<file path="src/rtl/lcd_frame_sched.sv">
// ----------------------------------------------------------------------------
// lcd_frame_sched
//   Frame scheduler in the LCD pixel-clock domain. Waits for the pixel FIFO
//   to be primed and for the driver's frame start, then forwards one FIFO
//   read per driver request until a full frame has been streamed. On an
//   underflow or a premature frame start it drains the FIFO and asks the
//   upstream writer to restart at pixel 0.
//
//   State table
//     state    | meaning
//     ---------+----------------------------------------------------------
//     IDLE  0  | disabled; no reads
//     ARMED 1  | waiting for frame_start with enough data buffered
//     STREAM 2 | one FIFO read per lcd_request, counting pixels
//     FLUSH 3  | discarding stale FIFO contents until empty
//
//   Ports
//     i_clk           LCD pixel clock
//     i_rst_n         asynchronous active-low reset
//     i_enable        scheduler enable (level)
//     i_frame_start   one-cycle pulse at vertical sync
//     i_lcd_request   driver wants a pixel this cycle
//     i_fifo_empty    FIFO empty flag (FWFT: data valid while not empty)
//     i_fifo_rd_cnt   FIFO read-side occupancy
//     o_fifo_rd_en    FIFO read enable / pixel qualifier
//     o_pix_valid     pixel data is real (0 -> driver shows black)
//     o_lcd_framesync one-cycle restart pulse to upstream
//     o_state         current state encoding (see table)
//     o_frame_cnt     completed frames, wrapping
//     o_underflow_cnt underflow / sync-loss events, saturating
//     o_skip_cnt      frames skipped for low FIFO level, saturating
// ----------------------------------------------------------------------------
module lcd_frame_sched #(
    parameter int H_DISP      = 480,
    parameter int V_DISP      = 272,
    parameter int START_LEVEL = 64,
    parameter int CNT_W       = 10
) (
    input  logic             i_clk,
    input  logic             i_rst_n,
    input  logic             i_enable,
    input  logic             i_frame_start,
    input  logic             i_lcd_request,
    input  logic             i_fifo_empty,
    input  logic [CNT_W-1:0] i_fifo_rd_cnt,
    output logic             o_fifo_rd_en,
    output logic             o_pix_valid,
    output logic             o_lcd_framesync,
    output logic [1:0]       o_state,
    output logic [15:0]      o_frame_cnt,
    output logic [7:0]       o_underflow_cnt,
    output logic [7:0]       o_skip_cnt
);

    typedef enum logic [1:0] {
        S_IDLE   = 2'd0,
        S_ARMED  = 2'd1,
        S_STREAM = 2'd2,
        S_FLUSH  = 2'd3
    } state_t;

    localparam logic [16:0]      LAST_PIX  = 17'(H_DISP * V_DISP - 1);
    localparam logic [CNT_W-1:0] START_LVL = CNT_W'(START_LEVEL);

    state_t      r_state;
    logic [16:0] r_pix_cnt;
    logic [15:0] r_frame_cnt;
    logic [7:0]  r_underflow_cnt;
    logic [7:0]  r_skip_cnt;
    logic        r_framesync;

    logic w_read;
    logic w_discard;
    logic w_underflow;

    // Reads are gated by enable so a disable stops the FIFO in the same cycle.
    assign w_read      = i_enable & (r_state == S_STREAM) & i_lcd_request & ~i_fifo_empty;
    assign w_discard   = i_enable & (r_state == S_FLUSH) & ~i_fifo_empty;
    assign w_underflow = (r_state == S_STREAM) & i_lcd_request & i_fifo_empty;

    assign o_fifo_rd_en    = w_read | w_discard;
    assign o_pix_valid     = w_read;
    assign o_lcd_framesync = r_framesync;
    assign o_state         = r_state;
    assign o_frame_cnt     = r_frame_cnt;
    assign o_underflow_cnt = r_underflow_cnt;
    assign o_skip_cnt      = r_skip_cnt;

    always_ff @(posedge i_clk or negedge i_rst_n) begin
        if (!i_rst_n) begin
            r_state         <= S_IDLE;
            r_pix_cnt       <= '0;
            r_frame_cnt     <= '0;
            r_underflow_cnt <= '0;
            r_skip_cnt      <= '0;
            r_framesync     <= 1'b0;
        end else begin
            r_framesync <= 1'b0;
            if (!i_enable) begin
                r_state <= S_IDLE;
            end else begin
                case (r_state)
                    S_IDLE: begin
                        r_state     <= S_ARMED;
                        r_framesync <= 1'b1;
                    end
                    S_ARMED: begin
                        if (i_frame_start) begin
                            if (i_fifo_rd_cnt >= START_LVL) begin
                                r_state   <= S_STREAM;
                                r_pix_cnt <= '0;
                            end else if (r_skip_cnt != 8'hFF) begin
                                r_skip_cnt <= r_skip_cnt + 8'd1;
                            end
                        end
                    end
                    S_STREAM: begin
                        // Underflow outranks a coincident frame_start so the
                        // event is counted once; a last-pixel read outranks
                        // frame_start so the frame still completes.
                        if (w_underflow) begin
                            r_state <= S_FLUSH;
                            if (r_underflow_cnt != 8'hFF)
                                r_underflow_cnt <= r_underflow_cnt + 8'd1;
                        end else if (w_read && (r_pix_cnt == LAST_PIX)) begin
                            r_state     <= S_ARMED;
                            r_frame_cnt <= r_frame_cnt + 16'd1;
                        end else if (i_frame_start) begin
                            r_state <= S_FLUSH;
                            if (r_underflow_cnt != 8'hFF)
                                r_underflow_cnt <= r_underflow_cnt + 8'd1;
                        end else if (w_read) begin
                            r_pix_cnt <= r_pix_cnt + 17'd1;
                        end
                    end
                    S_FLUSH: begin
                        if (i_fifo_empty) begin
                            r_state     <= S_ARMED;
                            r_framesync <= 1'b1;
                        end
                    end
                    default: r_state <= S_IDLE;
                endcase
            end
        end
    end

endmodule

</file>
<file path="config.mk">
export PLATFORM = sky130hd
export DESIGN_NAME = lcd_frame_sched
export DESIGN_NICKNAME = d
export VERILOG_FILES = /design/src/rtl/lcd_frame_sched.sv
export SDC_FILE = /design/constraint.sdc
export NUM_CORES = 1
export LEC_CHECK = 0
export CAP_MARGIN = 10
export CORE_UTILIZATION = 60
export CTS_CLUSTER_DIAMETER = 40
export CTS_CLUSTER_SIZE = 8
export DETAILED_ROUTE_END_ITERATION = 8
export DONT_BUFFER_PORTS = 1
export PLACE_DENSITY = 0.87
export SETUP_SLACK_MARGIN = 0.4
export SLEW_MARGIN = 10
export SYNTH_ARGS = -nofsm -noshare
export SYNTH_HDL_FRONTEND = slang
export SYNTH_SLANG_ARGS = --single-unit
</file>
<file path="constraint.sdc">
create_clock -name i_clk -period 5.75 [get_ports i_clk]
set_clock_uncertainty 0.05 [all_clocks]
set_input_delay 0.8625 -clock i_clk [delete_from_list [all_inputs] [get_ports i_clk]]
set_output_delay 0.8625 -clock i_clk [all_outputs]
set_load 0.03 [all_outputs]
</file>
==> impl_metrics.json, run 1 <==
{
  "period_needed_ns": 3.83,
  "multiInputGateArea_mm2": 0.00140,
  "grt_pass1_wl_um": 9410,
  "postCtsSetupRepairBufs": 0,
  "syn_area_mm2": 0.00278,
  "dpl.hpwl_um": 3780,
  "rsz0062_at_grt": "no",
  "syn2layout_area_growth_pct": 4.41,
  "initial_utilization_pct": 63.0,
  "route.met2.wl_um": 2700,
  "rrSetupSlack_ns": 1.92,
  "ctsRootBufferMaster": "clkbuf_8",
  "setup_viol": 0,
  "drt_iter0_markers": 148,
  "overflow": 0,
  "synth_edf_count": 0,
  "synth-main-ff-cell": "dfrtp_1",
  "routed_wl_um": 5500,
  "grt_usage_pct": 24.0,
  "grt_max_degree": 53,
  "finalCritPeriodShare_pct": 66.7,
  "clock_latency_ns": 0.30,
  "crit_arrival_ns": 3.97,
  "htree_levels": 2,
  "setup-tns-final_ns": 0,
  "ant_nets": 0,
  "maxCapViolCount": 0,
  "rows": 24,
  "cts_tree": "done",
  "yosysUniqueCellTypes": 46,
  "end_kind": "register",
  "die_x_um": 70.1,
  "num_vias": 2137,
  "hp-class": "input pin to async pin",
  "ys_async_sr_fraction_pct": 100,
  "seq_area_frac_synth_pct": 46.8,
  "routed_via_density": 6.50,
  "final_common_cell": "dfrtp_1",
  "cts_hold_buf": 0,
  "hold_viol": 0,
  "synth_area_per_cell_um2": 9.89,
  "vdd_drop_max_mv": 0.286,
  "cts_sinks": 52,
  "syn_nets": 305,
  "clk_pin_slew_ns": 0.09,
  "die_y_um": 70.1,
  "portBuffers": 0,
  "required_ns": 5.88,
  "max_freq_ghz": 0.261,
  "fp.dieArea_mm2": 0.00491,
  "power.leakage_uw": 0.00127,
  "grt_pass1_vias": 2105,
  "fin_cells": 329,
  "fin_nets": 302,
  "cts_buffers": 5,
  "path_max_fanout": 21,
  "place.gp.congestion": 0.821,
  "avgRoutedWirePerCell_um": 16.7,
  "status": "completed",
  "antenna_cells": 0,
  "clockBufferDepth": 2,
  "slew_violations": 0,
  "wirelength_met1_um": 2380,
  "wl_met3_um": 352,
  "synth_cells": 281,
  "drive_above_1_share_pct": 7.22,
  "slew_headroom_pct": 45.9,
  "placed_cells": 323,
  "p_per_area_mw_per_mm2": 339,
  "worstSetupStartpointType": "register",
  "ios": 53,
  "register_area_mm2": 0.00130,
  "layout_common_cells": "52 x dfrtp_1, 29 x nand2_1, 19 x nand4_1, 19 x xnor2_1, 15 x nand3_1",
  "cts-resized-gates": 0,
  "tightest_slew_ns": 0.806,
  "firstDrtPassIters": 4,
  "maxUsedRoutingLayer": "met4",
  "ys_ff_latch": 52,
  "antenna_found_initial": 0,
  "fillCellCount": 340,
  "path_class": "register to register",
  "core_mm2": 0.00441,
  "drc_errors": 0,
  "ys_warn_count": 0
}
## metrics by stage
step	hold WS [ns]	area (um2)	setup slack (ns)	total power [uW]	util, %
floorplan	0.467	2780	3.32	698	-
global placement	0.494	2800	2.08	733	63.5
detailed placement	0.507	2800	1.89	749	63.5
CTS	0.195	2900	1.93	981	65.7
global route	0.178	2900	1.67	1040	65.7
finish	0.193	2900	1.92	985	65.7
## power by group
group / internal [uW] / total [uW] / switching [uW]
registers: 426 / 545 / 120
logic: 89.7 / 201 / 111
clock network: 125 / 238 / 113
## layer usage
| layer | track usage (%) | up-vias |
|---|---|---|
| met5 | 0 | - |
| met4 | 9.11 | 0 |
| met1 | 29.3 | 1038 |
| li1 | - | 1016 |
| met2 | 40.5 | 75 |
| met3 | 6.78 | 8 |
## layout make-up
class                           count  area share [%]
Tap cell                           52            2.24
Inverter                            7           0.906
Clock buffer                        5            2.37
Sequential cell                    52            44.8
Multi-Input combinational cell    210            48.1
Timing Repair Buffer                2           0.517
Clock inverter                      1            1.03
## state kept, by name, summed over array words and instances, names as in the netlist
register / cells
r_pix_cnt: 17
o_frame_cnt: 16
o_skip_cnt: 8
o_underflow_cnt: 8
o_state: 2
o_lcd_framesync: 1
## Yosys cell counts, types with 6 or more instances
| library cell | n | share of area (%) |
|---|---|---|
| dfrtp_1 | 52 | 47 |
| nor2_1 | 12 | 1.6 |
| o211ai_1 | 8 | 2.2 |
| inv_1 | 7 | 0.95 |
| o21ai_0 | 14 | 2.5 |
| nand3_1 | 15 | 2.7 |
| buf_2 | 6 | 1.1 |
| nand4_1 | 19 | 4.3 |
| nand2_1 | 29 | 3.9 |
| ha_1 | 8 | 3.6 |
| xor2_1 | 10 | 3.2 |
| and3_1 | 11 | 2.5 |
| xnor2_1 | 19 | 6.0 |
| nor3_1 | 9 | 1.6 |
## final timing paths
check / start / end / cells past startpoint
setup / recovery: o_state[0] / r_pix_cnt[8] / 8
hold / removal: i_rst_n / r_pix_cnt[14] / 0
setup reg to reg: o_state[0] / r_pix_cnt[8] / 8
hold reg to reg: r_pix_cnt[15] / r_pix_cnt[15] / 2
max in group asynchronous: i_rst_n / r_pix_cnt[3] / 0
min in group i_clk: r_pix_cnt[15] / r_pix_cnt[15] / 2
## critical path, cell delays in order (launching register included)
cell and delay [ns]:
dfrtp_1 0.53, inv_1 0.16, ha_1 0.47, buf_4 0.32
or3b_1 0.36, o22ai_1 0.15, nand4_1 0.61, or2_2 0.69
o311ai_0 0.39
## kinds of logic after synthesis
family          after synthesis  synth area share (%)
simple gates                126                  24.9
flops                        52                  46.8
compound gates               43                  10.9
xor+xnor                     29                  9.14
buf+inv                      19                  2.97
fa+ha+maj                     8                  3.60
mux                           4                  1.62
(Power assumes the default switching activity.)
==> inputs of run 2 (changes only) <==
CORE_UTILIZATION = 57   (was 60)
PLACE_DENSITY = 0.86   (was 0.87)
clock period = 3.5 ns   (was 5.75 ns; I/O delays follow)
==> impl_metrics.json, run 2 (synthesis results as in run 1) <==
{
  "status": "completed",
  "grt_pass1_vias": 2107,
  "switchingPower_uw": 589,
  "path_buf_inv": 2,
  "switching_share_pct": 35.6,
  "crit_arrival_ns": 2.92,
  "clock_latency_ns": 0.31,
  "syn2layout_area_growth_pct": 6.48,
  "postCtsSetupRepairBufs": 0,
  "portBuffers": 0,
  "hold_viol": 0,
  "fp.dieArea_mm2": 0.00516,
  "p_per_area_mw_per_mm2": 560,
  "place.gp.congestion": 0.787,
  "max_freq_ghz": 0.361,
  "routed_wl_um": 5570,
  "clockBufferDepth": 2,
  "crit_start": "o_state[0]",
  "grt_max_degree": 53,
  "fillCellCount": 385,
  "num_vias": 2149,
  "drt_iter0_markers": 177,
  "rsz0062_at_grt": "no",
  "period_needed_ns": 2.77,
  "largest_reg_flops": 17,
  "slew_headroom_pct": 59.8,
  "ant_nets": 0,
  "reg2reg_to": "o_frame_cnt[1]",
  "drive_above_1_share_pct": 8.51,
  "ctsRootBufferMaster": "clkbuf_8",
  "finalCritPeriodShare_pct": 79.1,
  "layout_common_cells": "52 x dfrtp_1, 29 x nand2_1, 19 x nand4_1, 19 x xnor2_1, 15 x nand3_1",
  "p_comb_share_pct": 21.0,
  "worstSetupStartpointType": "register",
  "placed_cells": 327,
  "p_clk_share_pct": 24.9,
  "vdd_drop_max_mv": 0.426,
  "register_area_mm2": 0.00130,
  "slowest_stage": "dfrtp_1",
  "slowest_delay_ns": 0.52,
  "setup-tns-final_ns": 0,
  "die_y_um": 71.8,
  "seq_power_share_pct": 54.1,
  "clk_pin_slew_ns": 0.09,
  "regMostFlops": "r_pix_cnt",
  "overflow": 0,
  "ios": 53,
  "drc_errors": 0,
  "grt_usage_pct": 23.2,
  "p_int_uw": 1070,
  "required_ns": 3.65,
  "setup_viol": 0,
  "antenna_cells": 0,
  "critical-path-top-delay-family": "simple AND/OR/NAND/NOR gates",
  "end_kind": "register",
  "firstDrtPassIters": 4,
  "path_class": "register to register",
  "maxCapViolCount": 0,
  "fin_hold_ws_ns": 0.0119,
  "htree_levels": 2,
  "cts_tree": "done",
  "die_x_um": 71.8,
  "grt_pass1_wl_um": 9230,
  "cts_sinks": 52,
  "dpl.hpwl_um": 3840,
  "final_common_cell": "dfrtp_1",
  "power.leakage_uw": 0.00130,
  "cts_buffers": 5,
  "initial_utilization_pct": 59.2,
  "slew_violations": 0,
  "multiInputGateArea_mm2": 0.00140,
  "routed_via_density": 6.40,
  "fin_nets": 305,
  "path_max_fanout": 21,
  "hp-class": "input pin to async pin",
  "rows": 25,
  "avgRoutedWirePerCell_um": 16.6,
  "core_mm2": 0.00469,
  "antenna_found_initial": 0,
  "tightest_slew_ns": 0.603,
  "reg2reg_from": "o_state[0]",
  "fin_cells": 336,
  "rrSetupSlack_ns": 0.73,
  "ff2ff_path_depth": 7,
  "worstPathCellList": "inv_1, ha_1, nand4b_1, nor3_1, and2_1, buf_4, mux2_2"
}
[run 2: area by class of cell]
type                            count  area share [%]
Tap cell                           54            2.28
Inverter                            7           0.888
Sequential cell                    52            44.0
Clock buffer                        6            2.45
Multi-Input combinational cell    210            47.1
Clock inverter                      2            1.31
Timing Repair Buffer                5            1.95
[run 2: power by group through the flow]
stage	Sequential, uW	Combinational (uW)	Clock, uW
floorplan	872	275	0
global placement	897	312	0
detailed placement	905	332	0
CTS	893	349	424
global route	916	393	445
finish	895	348	412
[run 2: per-stage QoR]
step | setup WS [ns] | total power (uW) | util [%] | cell area, um2
2_1_floorplan | 1.08 | 1150 | - | 2780
3_3_place_gp | 0.748 | 1210 | 60.1 | 2820
3_5_place_dp | 0.742 | 1240 | 60.1 | 2820
4_1_cts | 0.743 | 1670 | 63.1 | 2960
5_1_grt | 0.494 | 1750 | 63.1 | 2960
6_report | 0.730 | 1660 | 63.1 | 2960
[run 2: timing repair]
action	CTS	global route
resized for setup	0	0
hold buffers	1	0
endpoints found under the hold margin	52	0
[run 2: routing by layer]
metal	vias to the layer above	wire [um]	part of all wire (%)	global-route usage [%]
met1	1052	2460	44	28.2
li1	1022	-	-	-
met3	14	291	5.2	7.17
met2	61	2700	48	37.2
met5	-	0	0	0
met4	0	129	2.3	12.4
[run 2: how the worst max path moves through the flow]
stage / to / cells after the start
final: o_frame_cnt[1] / 7
after global routing: o_frame_cnt[1] / 7
after CTS: o_frame_cnt[1] / 7
after detailed placement: o_frame_cnt[1] / 7
after global placement: o_frame_cnt[1] / 7
after floorplan: r_pix_cnt[0] / 8
==> inputs of run 3 (changes only) <==
CORE_UTILIZATION = 60   (was 57)
PLACE_DENSITY = 0.87   (was 0.86)
clock period = 2.9 ns   (was 3.5 ns; I/O delays follow)
==> impl_metrics.json, run 3 (synthesis results as in run 1) <==
{
  "firstDrtPassIters": 4,
  "dpl.hpwl_um": 3990,
  "ctsRootBufferMaster": "clkbuf_8",
  "min_delay_worst_endpoint": "o_lcd_framesync",
  "core_mm2": 0.00441,
  "p_int_uw": 1260,
  "rsz0062_at_grt": "yes",
  "clk_pin_slew_ns": 0.10,
  "antenna_found_initial": 0,
  "drive_above_1_share_pct": 13.3,
  "crit_cells": 9,
  "fin_nets": 317,
  "p_comb_share_pct": 26.7,
  "worstSetupStartpointType": "register",
  "required_ns": 3.04,
  "switching_share_pct": 37.3,
  "setup-tns-final_ns": 0,
  "htree_levels": 2,
  "ff2ff_path_depth": 9,
  "p_clk_share_pct": 20.5,
  "place.gp.congestion": 0.842,
  "num_vias": 2277,
  "rrSetupSlack_ns": 0.51,
  "drt_iter0_markers": 210,
  "die_y_um": 70.1,
  "grt_usage_pct": 24.4,
  "worstHoldPathCells": 2,
  "grt_pass1_vias": 2194,
  "seq_power_share_pct": 52.9,
  "tightest_slew_ns": 0.602,
  "switchingPower_uw": 749,
  "slew_violations": 0,
  "hp-class": "input pin to register",
  "critical-path-top-delay-family": "simple AND/OR/NAND/NOR gates",
  "layout_common_cells": "52 x dfrtp_1, 29 x nand2_1, 19 x nand4_1, 19 x xnor2_1, 15 x nand3_1",
  "maxCapViolCount": 0,
  "grt_pass1_wl_um": 9720,
  "vdd_drop_max_mv": 0.698,
  "ant_nets": 0,
  "slew_headroom_pct": 59.9,
  "cts_tree": "done",
  "status": "completed",
  "routed_wl_um": 5920,
  "reg2reg_from": "o_state[1]",
  "path_class": "register to register",
  "cts_buffers": 5,
  "path_max_fanout": 16,
  "finalCritPeriodShare_pct": 82.4,
  "period_needed_ns": 2.39,
  "end_kind": "register",
  "die_x_um": 70.1,
  "routed_via_density": 6.58,
  "ios": 53,
  "largest_reg_flops": 17,
  "worstHoldStart": "i_enable",
  "hold_viol": 0,
  "slowest_stage": "dfrtp_1",
  "place_area_mm2": 0.00286,
  "register_area_mm2": 0.00130,
  "clock_latency_ns": 0.30,
  "antenna_cells": 0,
  "placed_cells": 330,
  "p_per_area_mw_per_mm2": 655,
  "setup_viol": 0,
  "drc_errors": 0,
  "initial_utilization_pct": 63.0,
  "slowest_delay_ns": 0.38,
  "final_common_cell": "dfrtp_1",
  "design_area_mm2": 0.00306,
  "portBuffers": 0,
  "grt_max_degree": 53,
  "fillCellCount": 314,
  "path_buf_inv": 3,
  "max_freq_ghz": 0.419,
  "overflow": 0,
  "path_common_cell": "buf_4",
  "multiInputGateArea_mm2": 0.00142,
  "worstPathCellList": "buf_4, ha_2, nand4b_1, nor3_1, buf_4, and2_1, buf_4, nor4b_1, a211o_1",
  "power.leakage_uw": 0.00134,
  "reg2reg_to": "r_pix_cnt[13]",
  "regMostFlops": "r_pix_cnt",
  "avgRoutedWirePerCell_um": 17.1,
  "crit_arrival_ns": 2.53,
  "clockBufferDepth": 2,
  "rows": 24,
  "fin_cells": 346,
  "fp.dieArea_mm2": 0.00491,
  "syn2layout_area_growth_pct": 10.3,
  "cts_sinks": 52
}
==> run 3: cell count changes in the layout (fill, tap and decap cells not counted), sizes merged <==
cell         previous run  this run
dlygate4sd3             0         1
clkinv                  0         1
bufinv                  1         0
inv                     8         7
clkinvlp                0         1
buf                     5        16
==> run 3: through the flow <==
step	setup WS (ns)	power [uW]	utilization [%]	hold slack, ns
2_1_floorplan	0.481	1380	-	0.0894
6_report	0.511	2010	69.4	0.223
3_5_place_dp	0.278	1520	64.7	0.0912
3_3_place_gp	0.513	1480	64.7	0.0911
4_1_cts	0.456	1950	67.6	0.215
5_1_grt	0.385	2110	69.4	0.234
==> run 3: layout make-up <==
cell class | count | share of cell area, %
clock buffer | 6 | 2.37
clock inverter | 2 | 0.531
inverter | 7 | 0.857
multi-input combinational | 210 | 46.3
sequential | 52 | 42.5
tap | 52 | 2.12
timing repair buffer | 17 | 5.31
==> run 3: layer usage <==
| metal | vias up | GRT usage (%) | wire [um] |
|---|---|---|---|
| li1 | 1050 | - | - |
| met1 | 1119 | 30.6 | 2430 |
| met2 | 102 | 41.9 | 3040 |
| met3 | 6 | 5.19 | 385 |
| met4 | 0 | 8.44 | 66 |
| met5 | - | 0 | 0 |
==> run 3: power groups by stage <==
stage | logic (uW) | clock network (uW) | registers [uW]
finish | 535 | 411 | 1060
global route | 592 | 445 | 1080
CTS | 481 | 419 | 1050
detailed placement | 455 | 0 | 1070
global placement | 420 | 0 | 1060
floorplan | 331 | 0 | 1050
==> run 3: worst max path at each step <==
| stage | start | to | slack, ns |
|---|---|---|---|
| 2_1_floorplan | o_state[1] | r_pix_cnt[0] | 0.48 |
| 3_3_place_gp | o_state[1] | r_pix_cnt[8] | 0.51 |
| 3_5_place_dp | o_state[1] | r_pix_cnt[8] | 0.28 |
| 4_1_cts | o_state[1] | r_pix_cnt[8] | 0.46 |
| 5_1_grt | o_state[0] | o_frame_cnt[9] | 0.38 |
| 6_report | o_state[1] | r_pix_cnt[13] | 0.51 |
==> run 3: what timing repair did <==
| action | in CTS | in global routing |
|---|---|---|
| hold buffers | 2 | 0 |
| pin swaps | 0 | 1 |
| buffers inserted | 0 | 5 |
| hold endpoints to repair | 52 | 0 |
| resized for setup | 2 | 9 |
| gates cloned | 0 | 1 |
| setup endpoints to repair | 2 | 9 |
